**config.mk**
```make
export PLATFORM = sky130hd
export DESIGN_NAME = zipocpu_core
export DESIGN_NICKNAME = d
export VERILOG_FILES = /design/src/rtl/zipocpu_core.sv
export SDC_FILE = /design/constraint.sdc
export NUM_CORES = 2
export LEC_CHECK = 0
export CAP_MARGIN = 20
export CELL_PAD_IN_SITES_DETAIL_PLACEMENT = 0
export CELL_PAD_IN_SITES_GLOBAL_PLACEMENT = 2
export CORE_MARGIN = 4
export CORE_UTILIZATION = 40
export DETAILED_ROUTE_END_ITERATION = 8
export PLACE_DENSITY_LB_ADDON = 0.05
export SETUP_SLACK_MARGIN = 0.1
export SYNTH_ARGS = -nofsm -noshare
export SYNTH_HDL_FRONTEND = slang
export SYNTH_SLANG_ARGS = --single-unit
```
**constraint.sdc**
```tcl
create_clock -name clk -period 11.3 [get_ports clk]
set_input_delay 2.26 -clock clk [delete_from_list [all_inputs] [get_ports clk]]
set_output_delay 2.26 -clock clk [all_outputs]
set_load 0.1 [all_outputs]
```
**src/rtl/zipocpu_core.sv**
```systemverilog
// zipocpu_core: minimal 64-bit multi-cycle processor with one shared memory port.
// Each instruction takes two cycles: FETCH reads the instruction word at pc,
// EXEC performs the ALU / load / store / branch and writes back on its edge.
//
// Ports:
//   clk        system clock, all state updates on the rising edge
//   rst_n      synchronous active-low reset
//   rw         memory direction (0 = read, 1 = write)
//   addr       word address for fetch, load and store
//   byte_write store data, forced to zero when rw = 0
//   byte_read  combinational read data from the RAM at addr
//
// addr/rw/byte_write depend on registered state only, so the RAM's
// combinational read path can never loop back into them.
module zipocpu_core #(
    parameter logic [63:0] RESET_PC = 64'h0
) (
    input  logic        clk,
    input  logic        rst_n,
    output logic        rw,
    output logic [63:0] addr,
    output logic [63:0] byte_write,
    input  logic [63:0] byte_read
);

    localparam logic [7:0] OP_NOP  = 8'h00;
    localparam logic [7:0] OP_LDI  = 8'h01;
    localparam logic [7:0] OP_ADD  = 8'h02;
    localparam logic [7:0] OP_SUB  = 8'h03;
    localparam logic [7:0] OP_AND  = 8'h04;
    localparam logic [7:0] OP_OR   = 8'h05;
    localparam logic [7:0] OP_XOR  = 8'h06;
    localparam logic [7:0] OP_LD   = 8'h07;
    localparam logic [7:0] OP_ST   = 8'h08;
    localparam logic [7:0] OP_JMP  = 8'h09;
    localparam logic [7:0] OP_BEQZ = 8'h0A;
    localparam logic [7:0] OP_HALT = 8'h0B;

    typedef enum logic [1:0] {
        ST_FETCH = 2'd0,
        ST_EXEC  = 2'd1,
        ST_HALT  = 2'd2
    } state_t;

    state_t      state_r;
    logic [63:0] pc_r;
    logic [63:0] ir_r;
    logic [63:0] regs_r [0:7];

    logic [7:0]  op_s;
    logic [2:0]  rd_idx_s;
    logic [2:0]  rs_idx_s;
    logic [63:0] simm_s;
    logic [63:0] rd_val_s;
    logic [63:0] rs_val_s;
    logic [63:0] alu_res_s;
    logic        wr_en_s;
    logic        jump_s;

    // Instruction field decode; r0 is forced to read as zero.
    always_comb begin
        op_s     = ir_r[63:56];
        rd_idx_s = ir_r[55:53];
        rs_idx_s = ir_r[52:50];
        simm_s   = {{32{ir_r[31]}}, ir_r[31:0]};
        if (rd_idx_s == 3'd0) begin
            rd_val_s = 64'd0;
        end else begin
            rd_val_s = regs_r[rd_idx_s];
        end
        if (rs_idx_s == 3'd0) begin
            rs_val_s = 64'd0;
        end else begin
            rs_val_s = regs_r[rs_idx_s];
        end
    end

    // Write-back value and branch decision for the instruction held in ir.
    always_comb begin
        alu_res_s = rd_val_s;
        wr_en_s   = 1'b0;
        jump_s    = 1'b0;
        case (op_s)
            OP_LDI: begin
                alu_res_s = simm_s;
                wr_en_s   = 1'b1;
            end
            OP_ADD: begin
                alu_res_s = rd_val_s + rs_val_s;
                wr_en_s   = 1'b1;
            end
            OP_SUB: begin
                alu_res_s = rd_val_s - rs_val_s;
                wr_en_s   = 1'b1;
            end
            OP_AND: begin
                alu_res_s = rd_val_s & rs_val_s;
                wr_en_s   = 1'b1;
            end
            OP_OR: begin
                alu_res_s = rd_val_s | rs_val_s;
                wr_en_s   = 1'b1;
            end
            OP_XOR: begin
                alu_res_s = rd_val_s ^ rs_val_s;
                wr_en_s   = 1'b1;
            end
            OP_LD: begin
                alu_res_s = byte_read;
                wr_en_s   = 1'b1;
            end
            OP_JMP: begin
                jump_s = 1'b1;
            end
            OP_BEQZ: begin
                jump_s = (rd_val_s == 64'd0);
            end
            OP_NOP, OP_ST, OP_HALT: begin
                alu_res_s = rd_val_s;
            end
            default: begin
                alu_res_s = rd_val_s;
            end
        endcase
    end

    // Core state machine: fetch, execute/write-back, and the parked HALT state.
    always_ff @(posedge clk) begin
        if (!rst_n) begin
            state_r <= ST_FETCH;
            pc_r    <= RESET_PC;
            ir_r    <= 64'd0;
            for (int i = 0; i < 8; i++) begin
                regs_r[i] <= 64'd0;
            end
        end else begin
            case (state_r)
                ST_FETCH: begin
                    ir_r    <= byte_read;
                    pc_r    <= pc_r + 64'd1;
                    state_r <= ST_EXEC;
                end
                ST_EXEC: begin
                    if (wr_en_s && (rd_idx_s != 3'd0)) begin
                        regs_r[rd_idx_s] <= alu_res_s;
                    end
                    if (jump_s) begin
                        pc_r <= simm_s;
                    end
                    if (op_s == OP_HALT) begin
                        state_r <= ST_HALT;
                    end else begin
                        state_r <= ST_FETCH;
                    end
                end
                ST_HALT: begin
                    state_r <= ST_HALT;
                end
                default: begin
                    state_r <= ST_FETCH;
                end
            endcase
        end
    end

    // Memory port drive. During a non-memory EXEC, addr keeps showing the
    // address of the executing instruction (pc has already advanced by one).
    always_comb begin
        rw         = 1'b0;
        addr       = pc_r;
        byte_write = 64'd0;
        case (state_r)
            ST_FETCH: begin
                addr = pc_r;
            end
            ST_EXEC: begin
                if (op_s == OP_LD) begin
                    addr = simm_s;
                end else if (op_s == OP_ST) begin
                    addr       = simm_s;
                    rw         = 1'b1;
                    byte_write = rs_val_s;
                end else begin
                    addr = pc_r - 64'd1;
                end
            end
            ST_HALT: begin
                addr = pc_r;
            end
            default: begin
                addr = pc_r;
            end
        endcase
    end

endmodule

```
==> results.md <==
- Status: completed
- Yosys warns: 0
- CP required: 11.65 ns
- Design Area, Final: between 50000 and 60000 sq um
- Asr flop ratio synth: 0
- Clock slew at reported path FFs: 0.06 ns
- Post-place setup slack: about 2.4 ns
- Clock skew: 0.03360 ns
- RD Place Congestion: 0.9452
- Setup ws final: 2.498 ns
- CTS max path bufs: 3
- Lkg Pwr: 18.18 nW
- Slew HR: 0.1609
- Number of antenna violations at the first check in global routing: 2
- Setup Buffers After CTS: 0
- Post-synth EDFFs: 512
- Most frequent cells in the layout: nor2_1 (754), edfxtp_1 (512), a21oi_1 (416)
- Vias per std cell: approximately 6.2
- Worst skew pair latency: approximately 0.67 ns
- Final setup vio count: 0
- Routed WL: 188.4 mm
- Worst hold slack: around 0.46 ns
- Cts repair resizes: 0
- Worst min path class: reg2reg
- Drt first pass iters: 6
- Global-route wire length before repair: 267.8 mm
- Share of the yosys chip area belonging to registers: 0.4010
- Vias in the first global route: 35.99k
- Seq cells post-synth: 630
- Die Area: 116000 sq um
- Grt total ovfl: 0
- DRC viols: 0
- Core Box Area: between 100000 and 150000 sq um
- H-tree depth reported by CTS: 3
- Sum of negative setup slack: 0 ns
- Synthesized area per cell: 9.838 sq um
- WS Path Type: reg2reg
- Hold Vio Cnt, Final: 0
- CP arrival: 9.15 ns
- Final min period: around 8.8 ns
- CTS Root Cell: clkbuf_16
- DPL Wire Length: 132.1 mm
- Initial DRC count: 4963
- Clock tree from TritonCTS: yes
- Clk sinks: 630
- Slew Limit Fails: 0
- NumNets Final: 4857
- Post-Syn Area: 44230 sq um
- Syn Inst Count: around 4.5k
- Area post-placement: 47830 sq um
- Slew @ Worst Pin: roughly 1.3 ns
- Utilization after layout: 0.4615
- CTS Buf Count: 75
- Non-Filler Instances: slightly above 6k
- Pwr/cell area: about 150 nW/um^2
- Max_cap viols: 0
- Routed wire length per instance: between 30 and 40 microns
- Largest net degree at the start of global routing: 80
- Layout cells sized above 1: 0.1394
- Die Width: 340.5 microns
- Yosys cell types: just under 90
- Total vias in the final route: 38.17k
- Top fanout value on the critical path: 69
- Row count: 121
- Period utilisation layout: 0.7790
- ANT nets after route: 0
- Main synth FF type: edfxtp_1
- Most common cell after layout, fill and taps aside: nor2_1
- Crit path launch type: flip-flop
- Placed instance count: between 5k and 6k
- Fmax: ~110 MHz
- Worst vdd ir: ~120 uV
- Setup repair after global routing missed its margin: no
- Initial core utilization: 0.4046
- Port Buf Inserts: 194
- Power Total: 7.565 mW
- Chip height: 340.5 microns
- Io pins: between 150 and 200
- Crit path capture type: flip-flop
- Synthesis-to-layout area growth: 14.04%
- Hold_buf cts: 0
- Total GRT Usage: 0.3165
## critical path, stage by stage (launching register included)
cell and delay, ns:
dfxtp_4 0.98, buf_12 0.54, mux4_2 0.59, o21ai_1 0.14, o21ai_1 0.13, nor4_2 0.48
nand4_1 0.43, nor3_2 0.67, inv_1 0.19, o21ai_0 0.26, xnor2_1 0.10, ha_1 0.40
a21oi_1 0.24, o21bai_1 0.09, a21oi_1 0.24, inv_1 0.07, o41ai_1 0.42, nand2_1 0.09
o21ai_0 0.77, o21ai_0 0.28, xor2_1 0.20, a221oi_1 1.03, nor2_1 0.08
## area by class of cell
cell class	instances	area, sq um
antenna	2	5.005
inverter	231	872.1
clock buffer	95	2014
timing repair buffer	313	2893
multi-input combinational	3345	24540
fill	10480	58870
sequential	630	17760
tap	1476	1847
clock inverter	41	501.7
## cell families after synthesis
logic type      share of synthesized area
other cells                    0.00008478
compound gates                     0.1398
fa+ha+maj                         0.05533
simple gates                       0.1531
mux                                0.1738
buf+inv                           0.05332
xor+xnor                          0.02356
flops                              0.4010
## cells in the mapped netlist, types with 16 or more instances
cell type	number	area, sq um
a21o_1	31	232.7
a21oi_1	416	2082
a22oi_1	70	525.5
a31oi_1	40	250.2
and2_1	17	106.4
and3_1	25	156.4
buf_1	32	120.1
buf_2	18	90.09
clkbuf_1	281	1055
dfxtp_1	118	2362
edfxtp_1	512	15370
ha_1	194	2427
inv_1	228	855.8
mux2_2	21	236.5
mux2i_1	86	860.8
mux4_2	288	6486
nand2_1	392	1471
nand2b_1	18	112.6
nand3_1	51	255.2
nand4_1	41	256.5
nor2_1	760	2853
nor2b_1	17	106.4
nor3_1	92	460.4
nor4_1	42	262.8
o211ai_1	16	120.1
o21ai_0	226	1131
o21bai_1	16	120.1
o221a_2	28	315.3
o22ai_1	22	137.6
o31ai_1	24	180.2
or2_2	21	131.4
or3_1	24	150.1
or4_1	17	127.6
xnor2_1	101	884.6
xor2_1	18	157.7
## per-layer routing
layer	vias to the layer above	part of all wire	GRT usage
li1	16710	-	-
met1	19350	0.44	0.4696
met2	1896	0.43	0.4642
met3	220	0.11	0.07008
met4	0	0.030	0.09081
met5	-	0	0
## report_power, final
group / leakage, nW / internal [mW] / switching [mW]
clock: 1.22 / 1.46 / 1.07
combinational: 10.7 / 0.740 / 1.58
sequential: 6.22 / 2.61 / 0.105
## registers in the layout, indices dropped and copies added, names as in the netlist, named ones only
name     count
regs_r     512
pc_r        64
ir_r        46
state_r      2
## final timing paths
kind	cells after the start	end	slack, ns	start
hold / removal	2	ir_r[62]$_SDFFE_PN0P_	0.46	ir_r[62]$_SDFFE_PN0P_
setup reg to reg	22	regs_r[7][60]$_SDFFCE_PN0P_	2.50	flip-flop
setup / recovery	22	regs_r[7][60]$_SDFFCE_PN0P_	2.50	flip-flop
hold reg to reg	2	ir_r[62]$_SDFFE_PN0P_	0.46	ir_r[62]$_SDFFE_PN0P_
(Power assumes the default switching activity.)
